==> src/rtl/an_ordered_set_sender.sv <==
// an_ordered_set_sender
// ---------------------------------------------------------------------------
// SGMII link-partner model. It drives an 8b/10b serial stream toward the
// receive pins of the device under test. With no request pending it sends
// /I/ ordered sets. A rising edge on start begins auto-negotiation:
// REPEAT x (/C1/,/C2/) carrying the captured config word, then REPEAT x
// (/C1/,/C2/) with the ACK bit (bit 14) forced high. After that, done goes
// high and the model returns to idle.
//
// Ports
//   ser_sgmii_clk  in   serial bit clock, one line bit per rising edge
//   reset          in   synchronous active-high reset
//   start          in   a 0->1 transition requests an auto-negotiation run
//   an_config      in   16-bit config word, captured when the run begins
//   done           out  high once the run has completed
//   an_sgmii_rx_p  out  serial data, true polarity
//   an_sgmii_rx_n  out  complement of an_sgmii_rx_p
//   sgmii_clk_out  out  word clock (bit clock / 10), rises on the first bit
//                       of every code-group
// ---------------------------------------------------------------------------
module an_ordered_set_sender #(
  parameter int REPEAT = 4
) (
  input  logic        ser_sgmii_clk,
  input  logic        reset,
  input  logic        start,
  input  logic [15:0] an_config,
  output logic        done,
  output logic        an_sgmii_rx_p,
  output logic        an_sgmii_rx_n,
  output logic        sgmii_clk_out
);

  typedef enum logic [1:0] {IDLE, CFG, CFG_ACK, DONE} state_t;

  localparam logic [7:0] K28_5    = 8'hBC;
  localparam logic [7:0] D21_5    = 8'hB5;
  localparam logic [7:0] D2_2     = 8'h42;
  localparam logic [7:0] D16_2    = 8'h50;
  localparam logic [7:0] D5_6     = 8'hC5;
  localparam logic [7:0] REP_LAST = 8'(REPEAT - 1);

  // 8b/10b encoder. Returns {rd_out, a,b,c,d,e,i,f,g,h,j}; rd = 1 means
  // positive running disparity. The only control character this block ever
  // sends is K28.5, so k selects K28.5 regardless of d.
  function automatic logic [10:0] enc8b10b(input logic [7:0] d, input logic k,
                                           input logic rd);
    logic [5:0] six;
    logic [3:0] four;
    logic       rd_mid;
    logic       rd_out;
    logic       alt7;
    six    = 6'b0;
    four   = 4'b0;
    rd_mid = rd;
    rd_out = rd;
    alt7   = 1'b0;
    if (k) begin
      six    = rd ? 6'b110000 : 6'b001111;
      four   = rd ? 4'b0101 : 4'b1010;
      rd_out = ~rd;
    end else begin
      // 5b/6b, RD- column
      case (d[4:0])
        5'd0:  six = 6'b100111;  5'd1:  six = 6'b011101;
        5'd2:  six = 6'b101101;  5'd3:  six = 6'b110001;
        5'd4:  six = 6'b110101;  5'd5:  six = 6'b101001;
        5'd6:  six = 6'b011001;  5'd7:  six = 6'b111000;
        5'd8:  six = 6'b111001;  5'd9:  six = 6'b100101;
        5'd10: six = 6'b010101;  5'd11: six = 6'b110100;
        5'd12: six = 6'b001101;  5'd13: six = 6'b101100;
        5'd14: six = 6'b011100;  5'd15: six = 6'b010111;
        5'd16: six = 6'b011011;  5'd17: six = 6'b100011;
        5'd18: six = 6'b010011;  5'd19: six = 6'b110010;
        5'd20: six = 6'b001011;  5'd21: six = 6'b101010;
        5'd22: six = 6'b011010;  5'd23: six = 6'b111010;
        5'd24: six = 6'b110011;  5'd25: six = 6'b100110;
        5'd26: six = 6'b010110;  5'd27: six = 6'b110110;
        5'd28: six = 6'b001110;  5'd29: six = 6'b101110;
        5'd30: six = 6'b011110;  5'd31: six = 6'b101011;
      endcase
      // RD+ column: unbalanced codes are complemented; D.7 is the one
      // balanced code with a disparity-dependent alternate.
      if (rd) begin
        if (d[4:0] == 5'd7)
          six = 6'b000111;
        else if ($countones(six) != 3)
          six = ~six;
      end
      rd_mid = rd ^ ($countones(six) != 3);
      // D.x.A7 avoids a run of five identical bits across the sub-blocks.
      alt7 = (!rd_mid && (d[4:0] == 5'd17 || d[4:0] == 5'd18 || d[4:0] == 5'd20)) ||
             ( rd_mid && (d[4:0] == 5'd11 || d[4:0] == 5'd13 || d[4:0] == 5'd14));
      case (d[7:5])
        3'd0: four = rd_mid ? 4'b0100 : 4'b1011;
        3'd1: four = 4'b1001;
        3'd2: four = 4'b0101;
        3'd3: four = rd_mid ? 4'b0011 : 4'b1100;
        3'd4: four = rd_mid ? 4'b0010 : 4'b1101;
        3'd5: four = 4'b1010;
        3'd6: four = 4'b0110;
        3'd7: four = alt7 ? (rd_mid ? 4'b1000 : 4'b0111)
                          : (rd_mid ? 4'b0001 : 4'b1110);
      endcase
      rd_out = rd_mid ^ ($countones(four) != 2);
    end
    return {rd_out, six, four};
  endfunction

  state_t      state_reg, state_next;
  logic [3:0]  bit_cnt_reg;
  logic [1:0]  word_cnt_reg;
  logic [7:0]  rep_cnt_reg;
  logic        half_reg;       // 0: sending /C1/, 1: sending /C2/
  logic        rd_reg;         // running disparity, 1 = positive
  logic [8:0]  shift_reg;      // remaining bits of the current code-group
  logic        rx_reg;
  logic        clk_out_reg;
  logic        done_reg;
  logic        start_d_reg;
  logic        pending_reg;
  logic [15:0] cfg_reg;

  logic        start_edge;
  logic        idle_like;
  logic        last_word;
  logic        set_end;
  logic        last_pair;
  logic        go;
  logic        done_next;
  logic [7:0]  sym_byte;
  logic        sym_k;
  logic [10:0] enc;

  assign start_edge = start & ~start_d_reg;
  assign idle_like  = (state_reg == IDLE) || (state_reg == DONE);
  assign last_word  = idle_like ? (word_cnt_reg == 2'd1) : (word_cnt_reg == 2'd3);
  assign set_end    = (bit_cnt_reg == 4'd9) && last_word;
  assign last_pair  = half_reg && (rep_cnt_reg == REP_LAST);
  assign go         = pending_reg | start_edge;

  // State register
  always_ff @(posedge ser_sgmii_clk) begin
    if (reset)
      state_reg <= IDLE;
    else
      state_reg <= state_next;
  end

  // Next state: changes only on the last bit of an ordered set
  always_comb begin
    state_next = state_reg;
    case (state_reg)
      IDLE:    if (set_end && go)        state_next = CFG;
      CFG:     if (set_end && last_pair) state_next = CFG_ACK;
      CFG_ACK: if (set_end && last_pair) state_next = DONE;
      DONE:    if (set_end && go)        state_next = CFG;
      default: state_next = IDLE;
    endcase
  end

  // Outputs: code-group selection and done
  always_comb begin
    done_next = (state_reg == DONE);
    sym_k     = 1'b0;
    sym_byte  = K28_5;
    case (word_cnt_reg)
      2'd0: sym_k = 1'b1;
      // In idle, rd_reg here already reflects the K28.5 just sent, so a
      // positive value means the set started negative: /I2/ (D16.2).
      2'd1: sym_byte = idle_like ? (rd_reg ? D16_2 : D5_6)
                                 : (half_reg ? D2_2 : D21_5);
      2'd2: sym_byte = cfg_reg[7:0];
      2'd3: sym_byte = {cfg_reg[15], cfg_reg[14] | (state_reg == CFG_ACK),
                        cfg_reg[13:8]};
    endcase
  end

  assign enc = enc8b10b(sym_byte, sym_k, rd_reg);

  // Serializer, counters and request handling
  always_ff @(posedge ser_sgmii_clk) begin
    if (reset) begin
      bit_cnt_reg  <= 4'd0;
      word_cnt_reg <= 2'd0;
      rep_cnt_reg  <= 8'd0;
      half_reg     <= 1'b0;
      rd_reg       <= 1'b0;
      shift_reg    <= 9'd0;
      rx_reg       <= 1'b0;
      clk_out_reg  <= 1'b0;
      done_reg     <= 1'b0;
      start_d_reg  <= 1'b0;
      pending_reg  <= 1'b0;
      cfg_reg      <= 16'd0;
    end else begin
      start_d_reg <= start;
      done_reg    <= done_next;
      clk_out_reg <= (bit_cnt_reg < 4'd5);

      if (bit_cnt_reg == 4'd0) begin
        rx_reg    <= enc[9];
        shift_reg <= enc[8:0];
        rd_reg    <= enc[10];
      end else begin
        rx_reg    <= shift_reg[8];
        shift_reg <= {shift_reg[7:0], 1'b0};
      end

      bit_cnt_reg <= (bit_cnt_reg == 4'd9) ? 4'd0 : bit_cnt_reg + 4'd1;
      if (bit_cnt_reg == 4'd9)
        word_cnt_reg <= last_word ? 2'd0 : word_cnt_reg + 2'd1;

      // A request is only remembered while idle; edges during a run are dropped.
      if (set_end && idle_like && go)
        pending_reg <= 1'b0;
      else if (start_edge && idle_like)
        pending_reg <= 1'b1;

      if (set_end && idle_like && go)
        cfg_reg <= an_config;

      if (set_end) begin
        if (idle_like) begin
          rep_cnt_reg <= 8'd0;
          half_reg    <= 1'b0;
        end else if (half_reg) begin
          half_reg    <= 1'b0;
          rep_cnt_reg <= last_pair ? 8'd0 : rep_cnt_reg + 8'd1;
        end else begin
          half_reg <= 1'b1;
        end
      end
    end
  end

  assign an_sgmii_rx_p = rx_reg;
  assign an_sgmii_rx_n = ~rx_reg;
  assign sgmii_clk_out = clk_out_reg;
  assign done          = done_reg;

endmodule

==> config.mk <==
export PLATFORM = sky130hd
export DESIGN_NAME = an_ordered_set_sender
export DESIGN_NICKNAME = d
export VERILOG_FILES = /design/src/rtl/an_ordered_set_sender.sv
export SDC_FILE = /design/constraint.sdc
export NUM_CORES = 1
export LEC_CHECK = 0
export ABC_CLOCK_PERIOD_IN_PS = 12200
export BUFFER_PORTS_ARGS = -buffer_cell sky130_fd_sc_hd__buf_2
export CORE_MARGIN = 1
export CORE_UTILIZATION = 40
export CTS_CLUSTER_DIAMETER = 60
export DETAILED_ROUTE_END_ITERATION = 8
export SETUP_SLACK_MARGIN = 0.4
export SYNTH_ARGS = -nofsm -noshare
export SYNTH_HDL_FRONTEND = slang
export SYNTH_SLANG_ARGS = --single-unit
==> constraint.sdc <==
create_clock -name ser_sgmii_clk -period 12.2 [get_ports ser_sgmii_clk]
set_input_delay 1.22 -clock ser_sgmii_clk [delete_from_list [all_inputs] [get_ports ser_sgmii_clk]]
set_output_delay 1.22 -clock ser_sgmii_clk [all_outputs]
set_load 0.05 [all_outputs]
### After elaboration in Yosys (flattened, before gate mapping)

Memory sizes are Yosys's and may differ from the RTL's.
Cells that the tools add are included.

* output and inout bits: 4
* input bits: 19
* word-level logic and storage cells: 133
* ROM bits: 192
* bits in latches: 0
* register bits after elaboration: 48
* memory bits (writable): 0
* memories kept: 1

* add/subtract/negate cells: 16
* bitwise logic cells: 10
* muxes and demuxes: 36
* multipliers: 0
* shifts and indexed selects: 0
* eq/ne operators: 28
* order comparisons: 1
* reductions and logical operators: 27
* div/mod/pow operators: 0

Memories
* (no name shown): words 32, bits a word 6, read ports 1, clocked after Yosys merged registers in 0, wr ports 0, RTL line 64 `case (d[4:0])`

Operators with widths (count)
* $mux W8: 6
* $mux W6: 7
* $mux W4: 9
* $pmux W4 S8: 1
* $pmux W8 S3: 1
* $add A1 B1 Y2: 8
* $eq A5 B4 Y1 const B: 3
* $eq A5 B5 Y1 const B: 3
* $eq A3 B3 Y1 const B: 4
* $add A2 B2 Y3: 3
* $logic_and A1 B1 Y1: 9
* $mux W9: 1
* $add A3 B2 Y4: 2
* $add A8 B1 Y8 const B: 1
* $eq A2 B2 Y1 const B: 4
* $eq A8 B2 Y1 const B: 1
* $mux W2: 4
* $ne A4 B2 Y1 const B: 2
* $reduce_or A2 Y1: 4
* $eq A3 B2 Y1 const B: 2
* $logic_or A1 B1 Y1: 6
* $mux W1: 6
* $not A6 Y6: 1
* $pmux W2 S3: 1
* 21 further kinds: 29

### Logic depth before layout (Yosys ltp)

Gate-level depths: netlist (run 1).
An unclocked memory read counts as a cell.

* word-level depth: 30
* gate-level depth with buffers: 43
* depth with buffers taken out: 42

### Least setup slack after synthesis (run 1)

Ideal clock, no wire load.

* path kind: register -> register
* from: register state_reg[0]
* to: register rd_reg
* cell stages (with the launch flop): 40
* data required time: 12.125 ns
* clock period less this slack: 8.841 ns
* setup slack: 3.359 ns
* data arrival time: 8.767 ns
* buffers on the path: 0
* library setup time: 0.075 ns
* path through: dfxtp_1 inv_1 ha_1 and2_1 o31ai_1 nand2_1 inv_1 ha_1 inv_1 a2bb2oi_2 nand2_1 o21ai_0 fa_1 inv_1 fa_1 inv_1 ha_1 inv_1 [... 4 more ...] fa_1 fa_1 inv_1 ha_1 inv_1 fa_1 nand3b_1 xor2_1 and3_1 a21oi_1 xor2_1 fa_1 ha_1 ha_1 nor3b_1 xnor2_1 nand3_1 a31oi_1

* word-level cells in the longest chain between the ends: 30
* elaborated cells on any way between the ends: 64
* classes of those cells: add/sub (13); eq/ne (19); mux (16); bitwise (4); reduce/logical (11); memory (1)

Ends and longest elaborated chain
* start: declaration: RTL line 110 `state_t state_reg, state_next;`
* start signal: assignment: RTL line 147 `state_reg <= state_next;`
* $eq A2 B2 Y1 / $logic_not A2 Y1 (equally long branches): RTL line 136 `assign idle_like = (state_reg == IDLE) || (state_reg == DONE);`
* $logic_or A1 B1 Y1: RTL line 136
* $mux W8: RTL line 171 `2'd1: sym_byte = idle_like ? (rd_reg ? D16_2 : D5_6)`
* $pmux W8 S3 *: RTL line 167 `case (word_cnt_reg)`
* $mem_v2 Z32 W6
* $mux W6: RTL line 58 `if (k) begin`
* $add A1 B1 Y2 (implied by the code): RTL line 87 `else if ($countones(six) != 3)`
* $add A2 B2 Y3 (implied by the code): RTL line 87
* [... 14 more ...]
* $mux W4: RTL line 102 `3'd7: four = alt7 ? (rd_mid ? 4'b1000 : 4'b0111)`
* $pmux W4 S8: RTL line 94 `case (d[7:5])`
* $mux W4: RTL line 58
* $add A1 B1 Y2 (implied by the code): RTL line 105 `rd_out = rd_mid ^ ($countones(four) != 2);`
* $add A2 B2 Y3 (implied by the code): RTL line 105
* $ne A3 B2 Y1: RTL line 105
* $xor A1 B1 Y1 *: RTL line 105
* $mux W1 *: RTL line 58
* end signal: assignment: RTL line 204 `rd_reg <= enc[10];`
* end: declaration: RTL line 115 `logic rd_reg;`

Every way passes the cells marked *; elsewhere a longest branch is shown, timed or not. The select of a mux whose other input is x is not followed.
A chain may end at the register's enable or synchronous reset.

### Worst setup path in the final report (run 1)

Ends and elaborated chain as after synthesis.

==> summary.md, run 1 <==
| Metric | Value |
|---|---|
| Outcome | `finished clean` |
| Synthesized Nets | `435` |
| Clock power share | `0.271` |
| Final hold vios | `0` |
| Post-synth EDFFs | `0` |
| Slew of the pin with the lowest slew margin | `680 ps` |
| Buffers on Ports | `22` |
| Period utilization | `0.823` |
| Fin. max-slew vios | `0` |
| Worst Hold Launch | `shift_reg[5]$_SDFF_PP0_` |
| Synth cell types | `64` |
| CTS Buf Count | `5` |
| Nets | `448` |
| Total gr overflow | `0` |
| Skew final | `11.2 ps` |
| Sequential Area | `961 um2` |
| Routability Congestion | `0.841` |
| HPWL after detailed placement | `4840 um` |
| Vias in the first global route | `2513` |
| Data required, critical path | `12430 ps` |
| Worst-Skew Late Latency | `310 ps` |
| Share of the yosys chip area belonging to registers | `0.297` |
| Vias | `2617` |
| Unrepaired setup endpoints after global routing | `false` |
| Multi-input logic area | `0.00209 mm2` |
| Sw Ratio | `0.336` |
| Sequential share of power | `0.469` |
| Internal | `0.000251 W` |
| Clock Tree Root | `clkbuf_8` |
| Clk buf depth | `2` |
| Antenna cells | `0` |
| Worst hold stages | `1` |
| Starting Density | `0.417` |
| Fraction of layout cells with a size suffix above 1 | `0.126` |
| Crit path kind | `reg -> reg` |
| Post-synth top area cell | `dfxtp_1` |
| Max Clk Rate | `99.6 MHz` |
| Row count | `32` |
| Die Area | `0.00845 mm2` |
| Asr flop ratio synth | `0` |
| DR vias/cell | `5.23` |
| CP startpoint kind | `flop` |
| DRT iter0 DRCs | `117` |
| Crit-path leading delay family | `adder cells` |
| CTS Hold Bufs | `0` |
| Rel. slew slack | `0.547` |
| H-tree depth | `2` |
| Power per cell area | `109 mW/mm2` |
| Resized Gates After CTS | `0` |
| Avg WL per Cell | `12.9 um` |
| Post-route DRC | `0` |
| Postcts setup bufs | `0` |
| Comb power frac | `0.260` |
| Max reg flops | `16` |
| Initial antenna violation count | `0` |
| Setup tns final | `0 ps` |
| Worst R2R End | `rd_reg$_SDFFE_PP0N_` |
| First-pass GRT wire length | `11700 um` |
| 1st-pass router iterations | `6` |
| R2R cell count | `36` |
| Switching component of the power | `0.000127 W` |
| Fillers | `794` |
| Finished Cell Area | `0.00348 mm2` |
| CP most frequent cell | `fa_1` |
| HP Class | `reg -> reg` |
| Die X | `91.9 um` |
| Gr usage total | `0.169` |
| Slowest cell on crit path | `a222oi_1` |
| Min Hold Slack | `453 ps` |
| TritonCTS clock tree | `done` |
| Core Box Area | `0.00777 mm2` |
| Antenna Nets Post-Route | `0` |
| Maximum VDD drop | `0.112 mV` |
| Cell count after synthesis | `384` |
| Pleak | `1.36 nW` |
| Crit path capture type | `flop` |
| Largest stage delay, worst path | `580 ps` |
| Ys Warns | `0` |
| Synthesized cell area | `0.00324 mm2` |
| Max Cap Viol | `0` |
| Max FO, Critical Path | `15` |
| Largest net degree at the start of global routing | `37` |
| Top_reg_cell synth | `dfxtp_1` |
| Final setup fails | `0` |
| Die Span Y | `91.9 um` |
| Area contributors post-synth | `dfxtp_1 30%, ha_1 9.7%, nand2_1 6.4%` |
| P&R area growth vs syn | `7.54%` |
| Buf/Inv on CP | `6` |
| Reg2reg setup slack | `2160 ps` |
| Hold endpoint | `shift_reg[6]$_SDFF_PP0_` |
| Critical path arrival | `10270 ps` |
| Final WL | `6460 um` |
| Min Clock Period, post-route | `10040 ps` |
| Worst R2R Start | `state_reg[0]$_SDFFE_PP0P_` |
| # IOs | `23` |
| Seq cells post-synth | `48` |
| Clk pin slew, worst setup/hold paths | `100 ps` |
| Post-DP Area | `0.00338 mm2` |
| CTS sink count | `48` |
| Syn avg cell area | `8.43 um2` |
| Post-synth top area share | `0.297` |
layout make-up:
| type | instances | share of cell area |
|---|---|---|
| Tap cell | 102 | 0.0367 |
| Clock buffer | 6 | 0.0237 |
| Multi-Input combinational cell | 296 | 0.602 |
| Clock inverter | 2 | 0.00431 |
| Timing Repair Buffer | 22 | 0.0316 |
| Sequential cell | 48 | 0.276 |
| Inverter | 24 | 0.0259 |
routing by layer:
| metal | track usage | vias to the layer above | wire [um] |
|---|---|---|---|
| li1 | - | 1352 | - |
| met1 | 0.223 | 1219 | 3100 |
| met2 | 0.278 | 37 | 3090 |
| met3 | 0.0274 | 9 | 183 |
| met4 | 0.0586 | 0 | 88 |
| met5 | 0 | - | 0 |
cells in the final DEF (no fill, tap or decap), types with 3 or more instances in the layout:
cell and count:
and3_1 4, nand2b_1 7, inv_1 24, nor2b_1 6, a221o_2 4, a21oi_1 30, ha_1 25, and2_1 3
dfxtp_1 48, a31oi_1 4, nor2_1 41, nand3_1 8, nor3_1 3, clkbuf_8 6, nand2_1 55, xor2_1 11
buf_2 22, xnor2_1 11, o21ai_0 8, mux2i_1 5, o21ai_1 4, a211oi_1 5, nand4_1 3, a22oi_1 4
fa_1 7
kinds of logic (layout without fill, tap and decap cells):
kind of cell             after synthesis  count (layout)  share of synthesized area
multiplexers                           8               8                     0.0259
AO/OA/AOI/OAI                         90              90                      0.215
buffers and inverters                 40              54                     0.0561
XOR/XNOR                              22              22                     0.0595
adder cells (fa/ha/maj)               32              32                      0.140
AND/OR/NAND/NOR                      144             144                      0.206
flip-flops                            48              48                      0.297
worst max path at each step:
stage | from | end | slack, ps | cells past startpoint
after detailed placement | state_reg[0]$_SDFFE_PP0P_ | rd_reg$_SDFFE_PP0N_ | 2220 | 36
after global placement | state_reg[0]$_SDFFE_PP0P_ | rd_reg$_SDFFE_PP0N_ | 2280 | 36
after global routing | state_reg[0]$_SDFFE_PP0P_ | rd_reg$_SDFFE_PP0N_ | 1400 | 36
after CTS | state_reg[0]$_SDFFE_PP0P_ | rd_reg$_SDFFE_PP0N_ | 2100 | 36
after floorplan | state_reg[0]$_SDFFE_PP0P_ | rd_reg$_SDFFE_PP0N_ | 3360 | 39
final | state_reg[0]$_SDFFE_PP0P_ | rd_reg$_SDFFE_PP0N_ | 2160 | 36
stage by stage:
| step | cells | setup slack, ps | utilization | power [W] |
|---|---|---|---|---|
| 2_1_floorplan | 384 | 3360 | - | 0.000260 |
| 3_3_place_gp | 492 | 2280 | 0.435 | 0.000277 |
| 3_5_place_dp | 492 | 2220 | 0.435 | 0.000279 |
| 4_1_cts | 500 | 2100 | 0.448 | 0.000382 |
| 5_1_grt | 500 | 1400 | 0.448 | 0.000402 |
| 6_report | 500 | 2160 | 0.448 | 0.000378 |
power groups by stage:
| stage | Sequential, W | Combinational [W] | Clock, W |
|---|---|---|---|
| 2_1_floorplan | 0.000180 | 0.0000797 | 0 |
| 4_1_cts | 0.000177 | 0.0000993 | 0.000106 |
| 6_report | 0.000177 | 0.0000982 | 0.000102 |
| 3_3_place_gp | 0.000180 | 0.0000969 | 0 |
| 5_1_grt | 0.000179 | 0.000111 | 0.000112 |
| 3_5_place_dp | 0.000181 | 0.0000987 | 0 |
synth_stat cells (all sizes together) (4+ instances only):
| cell type | n |
|---|---|
| a211oi | 6 |
| a21oi | 30 |
| a221o | 6 |
| a221oi | 4 |
| a22oi | 4 |
| a31oi | 5 |
| and3 | 4 |
| buf | 8 |
| clkbuf | 8 |
| dfxtp | 48 |
| fa | 7 |
| ha | 25 |
| inv | 24 |
| mux2i | 5 |
| nand2 | 55 |
| nand2b | 7 |
| nand3 | 8 |
| nor2 | 41 |
| nor2b | 7 |
| nor3 | 4 |
| o21ai | 13 |
| xnor2 | 11 |
| xor2 | 11 |
No activity file was read; power rests on OpenSTA's default activity.
==> run 2: changes to the inputs <==
ABC_CLOCK_PERIOD_IN_PS = 8670   (was 12200)
clock period = 8.67 ns   (was 12.2 ns; I/O delays follow)
==> summary.md, run 2 (same netlist as run 1, synthesis figures left out) <==
| Metric | Value |
|---|---|
| Post-route DRC | `0 (unchanged)` |
| Slowest cell on crit path | `fa_1 (was a222oi_1)` |
| Vias | `2707 (was 2617)` |
| Vias in the first global route | `2850 (was 2513)` |
| CP startpoint kind | `flop (unchanged)` |
| Max Clk Rate | `117 MHz (was 99.6 MHz)` |
| CP most frequent cell | `fa_1 (unchanged)` |
| CTS sink count | `48 (unchanged)` |
| Crit path kind | `reg -> reg (unchanged)` |
| Slew of the pin with the lowest slew margin | `690 ps (was 680 ps)` |
| Final hold vios | `0 (unchanged)` |
| Buffers on Ports | `22 (unchanged)` |
| Starting Density | `0.417 (unchanged)` |
| Max FO, Critical Path | `6 (was 15)` |
| Data required, critical path | `8900 ps (was 12430 ps)` |
| Worst Slack Setup Final | `108 ps (was 2160 ps)` |
| Worst hold stages | `2 (was 1)` |
| Avg WL per Cell | `13.7 um (was 12.9 um)` |
| Worst Hold Launch | `shift_reg[6]$_SDFF_PP0_ (was shift_reg[5]$_SDFF_PP0_)` |
| DRT iter0 DRCs | `135 (was 117)` |
| CTS Hold Bufs | `0 (unchanged)` |
| Power per cell area | `155 mW/mm2 (was 109 mW/mm2)` |
| # IOs | `23 (unchanged)` |
| Fin. max-slew vios | `0 (unchanged)` |
| Most frequent cells in the layout | `54 x nand2_1, 44 x dfxtp_1, 39 x nor2_1 (was 55 x nand2_1, 48 x dfxtp_1, 41 x nor2_1)` |
| Fraction of layout cells with a size suffix above 1 | `0.270 (was 0.126)` |
| Outcome | `finished clean (unchanged)` |
| 1st-pass router iterations | `4 (was 6)` |
| Max reg flops | `16 (unchanged)` |
| Maximum VDD drop | `0.0884 mV (was 0.112 mV)` |
| DR vias/cell | `5.06 (was 5.23)` |
| Multi-input logic area | `0.00226 mm2 (was 0.00209 mm2)` |
| Clock Tree Root | `clkbuf_8 (unchanged)` |
| Antenna Nets Post-Route | `0 (unchanged)` |
| Nets | `483 (was 448)` |
| Skew final | `8.29 ps (was 11.2 ps)` |
| Total gr overflow | `0 (unchanged)` |
| Met1 Use GR | `0.244 (was 0.223)` |
| Reg2reg setup slack | `110 ps (was 2160 ps)` |
| Pre-CTS WS | `-104 ps (was 2220 ps)` |
| P&R area growth vs syn | `22.4% (was 7.54%)` |
| Gr usage total | `0.192 (was 0.169)` |
| Die Span Y | `91.9 um (unchanged)` |
| Met2 GRT Util | `0.335 (was 0.278)` |
| Clk pin slew, worst setup/hold paths | `90 ps (was 100 ps)` |
| First-pass GRT wire length | `13100 um (was 11700 um)` |
| R2R cell count | `40 (was 36)` |
| Sequential Area | `968 um2 (was 961 um2)` |
| Initial antenna violation count | `0 (unchanged)` |
| Unrepaired setup endpoints after global routing | `true (was false)` |
| CTS Buf Count | `5 (unchanged)` |
| Die X | `91.9 um (unchanged)` |
| H-tree depth | `2 (unchanged)` |
| GRT Max-Usage Layer | `met2 (unchanged)` |
| Met3 Resource Use GR | `0.0249 (was 0.0274)` |
| Critical path arrival | `8790 ps (was 10270 ps)` |
| Core Box Area | `0.00777 mm2 (unchanged)` |
| Clk buf depth | `2 (unchanged)` |
| Period utilization | `0.988 (was 0.823)` |
| Worst R2R Start | `state_reg[0]$_SDFFE_PP0P_ (unchanged)` |
| Largest net degree at the start of global routing | `37 (unchanged)` |
| Setup tns final | `0 ps (unchanged)` |
| Routability Congestion | `0.835 (was 0.841)` |
| Worst R2R End | `rd_reg$_SDFFE_PP0N_ (unchanged)` |
| Worst-Skew Late Latency | `300 ps (was 310 ps)` |
| Final setup fails | `0 (unchanged)` |
| Min Clock Period, post-route | `8560 ps (was 10040 ps)` |
| Row count | `32 (unchanged)` |
| Pleak | `1.59 nW (was 1.36 nW)` |
| Max Cap Viol | `0 (unchanged)` |
| Fillers | `754 (was 794)` |
| Die Area | `0.00845 mm2 (unchanged)` |
| Largest stage delay, worst path | `520 ps (was 580 ps)` |
| Rel. slew slack | `0.538 (was 0.547)` |
| Most common cell after layout, fill and taps aside | `nand2_1 (unchanged)` |
| HP Class | `reg -> reg (unchanged)` |
| TritonCTS clock tree | `done (unchanged)` |
| Antenna cells | `0 (unchanged)` |
| Number of placed cells counting well taps | `509 (was 492)` |
| Hold endpoint | `shift_reg[7]$_SDFF_PP0_ (was shift_reg[6]$_SDFF_PP0_)` |
| Crit path capture type | `flop (unchanged)` |
| Final WL | `7310 um (was 6460 um)` |
| HPWL after detailed placement | `5460 um (was 4840 um)` |
| Non-filler cells, final | `535 (was 500)` |
-- run 2: power by group --
group	switching (W)	total, W	internal, W
logic	0.000106	0.000191	0.0000852
clock network	0.0000786	0.000173	0.0000944
registers	0.0000105	0.000249	0.000238
total	0.000195	0.000613	0.000418
-- run 2: through the flow --
stage | utilization | hold slack (ps) | cell area [um2] | power, W
global placement | 0.462 | 417 | 3590 | 0.000421
detailed placement | 0.462 | 431 | 3590 | 0.000422
floorplan | - | 401 | 3320 | 0.000383
CTS | 0.506 | 447 | 3930 | 0.000612
finish | 0.510 | 441 | 3960 | 0.000613
global route | 0.510 | 463 | 3960 | 0.000653
-- run 2: how the worst max path moves through the flow --
stage	from	endpoint	slack (ps)
2_1_floorplan	state_reg[0]$_SDFFE_PP0P_	rd_reg$_SDFFE_PP0N_	420
5_1_grt	state_reg[0]$_SDFFE_PP0P_	rd_reg$_SDFFE_PP0N_	-410
3_3_place_gp	state_reg[0]$_SDFFE_PP0P_	rd_reg$_SDFFE_PP0N_	30
6_report	state_reg[0]$_SDFFE_PP0P_	rd_reg$_SDFFE_PP0N_	110
4_1_cts	state_reg[0]$_SDFFE_PP0P_	rd_reg$_SDFFE_PP0N_	150
3_5_place_dp	state_reg[0]$_SDFFE_PP0P_	rd_reg$_SDFFE_PP0N_	-100
-- run 2: cell type report --
| class | instances | area share |
|---|---|---|
| multi-input combinational | 296 | 0.571 |
| clock buffer | 6 | 0.0209 |
| clock inverter | 2 | 0.00980 |
| sequential | 48 | 0.245 |
| timing repair buffer | 57 | 0.0983 |
| tap | 102 | 0.0322 |
| inverter | 24 | 0.0234 |
-- run 2: routing by layer --
metal	wire [um]	up-vias
met4	145	0
met2	3490	35
met1	3540	1237
met3	134	13
met5	0	-
li1	-	1422
-- run 2: what timing repair did --
action / CTS / global route
buffers inserted: 15 / 3
pin swaps: 17 / 11
hold endpoints to repair: 0 / 0
setup endpoints to repair: 1 / 1
resized for setup: 20 / 4
-- run 2: worst max-delay path, delay by kind of cell (launching register included) --
family                     cells  cell delay, ps
adders and majority gates     13            4510
and+or+nand+nor                8            1010
AOI/OAI and AO/OA              5             960
buffers and inverters          9             800
xor gates and xnor gates       4             650
DFF                            1             360
muxes                          1             190
==> run 3: changes to the inputs <==
PLACE_DENSITY = 0.69   (was default)
RECOVER_POWER = 50   (was default)
==> summary.md, run 3 (same netlist as run 1, synthesis figures left out) <==
| Metric | Value |
|---|---|
| Pleak | `1.58 nW (was 1.59 nW)` |
| Power per cell area | `145 mW/mm2 (was 155 mW/mm2)` |
| H-tree depth | `2 (unchanged)` |
| # IOs | `23 (unchanged)` |
| Largest stage delay, worst path | `530 ps (was 520 ps)` |
| Initial antenna violation count | `0 (unchanged)` |
| Unrepaired setup endpoints after global routing | `true (unchanged)` |
| Setup tns final | `0 ps (unchanged)` |
| Worst-Skew Late Latency | `310 ps (was 300 ps)` |
| CP most frequent cell | `fa_1 (unchanged)` |
| Die X | `91.9 um (unchanged)` |
| Most common cell after layout, fill and taps aside | `nand2_1 (unchanged)` |
| Outcome | `finished clean (unchanged)` |
| CP startpoint kind | `flop (unchanged)` |
| DRT iter0 DRCs | `151 (was 135)` |
| Core Box Area | `0.00777 mm2 (unchanged)` |
| Max Clk Rate | `117 MHz (about the same)` |
| 1st-pass router iterations | `4 (unchanged)` |
| Maximum VDD drop | `0.0892 mV (was 0.0884 mV)` |
| Sw Ratio | `0.332 (was 0.318)` |
| P&R area growth vs syn | `23.9% (was 22.4%)` |
| Final WL | `7320 um (was 7310 um)` |
| Gr usage total | `0.179 (was 0.192)` |
| HPWL after detailed placement | `5180 um (was 5460 um)` |
| Slew of the pin with the lowest slew margin | `672 ps (was 690 ps)` |
| Final hold vios | `0 (unchanged)` |
| Row count | `32 (unchanged)` |
| Clock power share | `0.244 (was 0.282)` |
| Data required, critical path | `8900 ps (about the same)` |
| Most frequent cells in the layout | `54 x nand2_1, 44 x dfxtp_1, 39 x nor2_1 (unchanged)` |
| Routability Congestion | `0.905 (was 0.835)` |
| Clk pin slew, worst setup/hold paths | `80 ps (was 90 ps)` |
| First-pass GRT wire length | `12300 um (was 13100 um)` |
| Crit-path leading delay family | `adder cells (unchanged)` |
| Sequential share of power | `0.429 (was 0.406)` |
| Clock Tree Root | `clkbuf_8 (unchanged)` |
| CTS Buf Count | `5 (unchanged)` |
| Min Clock Period, post-route | `8530 ps (was 8560 ps)` |
| Buf/Inv on CP | `8 (was 9)` |
| Tot Pwr | `0.000580 W (was 0.000613 W)` |
| Clk buf depth | `2 (unchanged)` |
| Comb power frac | `0.327 (was 0.312)` |
| Starting Density | `0.417 (unchanged)` |
| Antenna cells | `0 (unchanged)` |
| Post-route DRC | `0 (unchanged)` |
| Critical path arrival | `8760 ps (was 8790 ps)` |
| Buffers on Ports | `22 (unchanged)` |
| Period utilization | `0.984 (was 0.988)` |
| Die Span Y | `91.9 um (unchanged)` |
| Vias | `2819 (was 2707)` |
| Slowest cell on crit path | `fa_1 (unchanged)` |
| Internal | `0.000387 W (was 0.000418 W)` |
| DR vias/cell | `5.26 (was 5.06)` |
| Final setup fails | `0 (unchanged)` |
| Crit path capture type | `flop (unchanged)` |
| Avg WL per Cell | `13.7 um (about the same)` |
| Max reg flops | `16 (unchanged)` |
| Max Cap Viol | `0 (unchanged)` |
| HP Class | `reg -> reg (unchanged)` |
| Antenna Nets Post-Route | `0 (unchanged)` |
| Min Hold Slack | `439 ps (was 441 ps)` |
| Nets | `484 (was 483)` |
| Total gr overflow | `0 (unchanged)` |
| Vias in the first global route | `2816 (was 2850)` |
| Rel. slew slack | `0.552 (was 0.538)` |
| CTS sink count | `48 (unchanged)` |
| Skew final | `10.8 ps (was 8.29 ps)` |
| Switching component of the power | `0.000192 W (was 0.000195 W)` |
| Max FO, Critical Path | `6 (unchanged)` |
| CTS Hold Bufs | `0 (unchanged)` |
| Crit path kind | `reg -> reg (unchanged)` |
| Die Area | `0.00845 mm2 (unchanged)` |
| Fraction of layout cells with a size suffix above 1 | `0.272 (was 0.270)` |
| Fin. max-slew vios | `0 (unchanged)` |
| Largest net degree at the start of global routing | `37 (unchanged)` |
| TritonCTS clock tree | `done (unchanged)` |
==> run 3: cell types whose count changed in the layout (fill, tap and decap cells not counted), sizes merged <==
cell	previous run	this run
clkbuf	6	10
buf	57	54
bufinv	1	0
inv	24	25
==> run 3: power groups by stage <==
stage               sequential (W)  combinational (W)  clock (W)
finish                    0.000249           0.000190   0.000142
global route              0.000250           0.000213   0.000154
CTS                       0.000249           0.000182   0.000146
detailed placement        0.000255           0.000167          0
global placement          0.000254           0.000164          0
floorplan                 0.000257           0.000126          0
==> run 3: stage by stage <==
step / util / instances / cell area, um2 / setup WS, ps
6_report: 0.516 / 536 / 4010 / 142
5_1_grt: 0.516 / 536 / 4010 / -313
4_1_cts: 0.510 / 531 / 3960 / 89.4
3_5_place_dp: 0.461 / 507 / 3580 / -91.5
3_3_place_gp: 0.461 / 507 / 3580 / 82.9
2_1_floorplan: - / 384 / 3320 / 417
==> run 3: final timing paths <==
kind	endpoint	slack, ps	from	depth (start not counted)
setup / recovery	rd_reg$_SDFFE_PP0N_	140	word_cnt_reg[0]$_SDFFE_PP0N_	39
hold / removal	shift_reg[6]$_SDFF_PP0_	440	shift_reg[5]$_SDFF_PP0_	1
setup reg to reg	rd_reg$_SDFFE_PP0N_	140	word_cnt_reg[0]$_SDFFE_PP0N_	39
hold reg to reg	shift_reg[6]$_SDFF_PP0_	440	shift_reg[5]$_SDFF_PP0_	1
==> run 3: cell type report <==
cell class | count | area (um2)
sequential | 48 | 971
fill | 732 | 3760
clock buffer | 6 | 82.6
multi-input combinational | 296 | 2340
tap | 102 | 128
clock inverter | 2 | 13.8
timing repair buffer | 58 | 379
inverter | 24 | 92.6
==> run 3: metal layers <==
metal / vias up / global-route usage / routed length [um]
li1: 1422 / - / -
met3: 8 / 0.0232 / 216
met4: 0 / 0.0560 / 90
met1: 1341 / 0.223 / 3460
met5: - / 0 / 0
met2: 48 / 0.318 / 3550
==> run 3: what timing repair did <==
action                     4_1_cts  5_1_grt
setup endpoints to repair        1        1
resized for setup               31        5
setup buffers                   16        5
pin swaps                       16        4
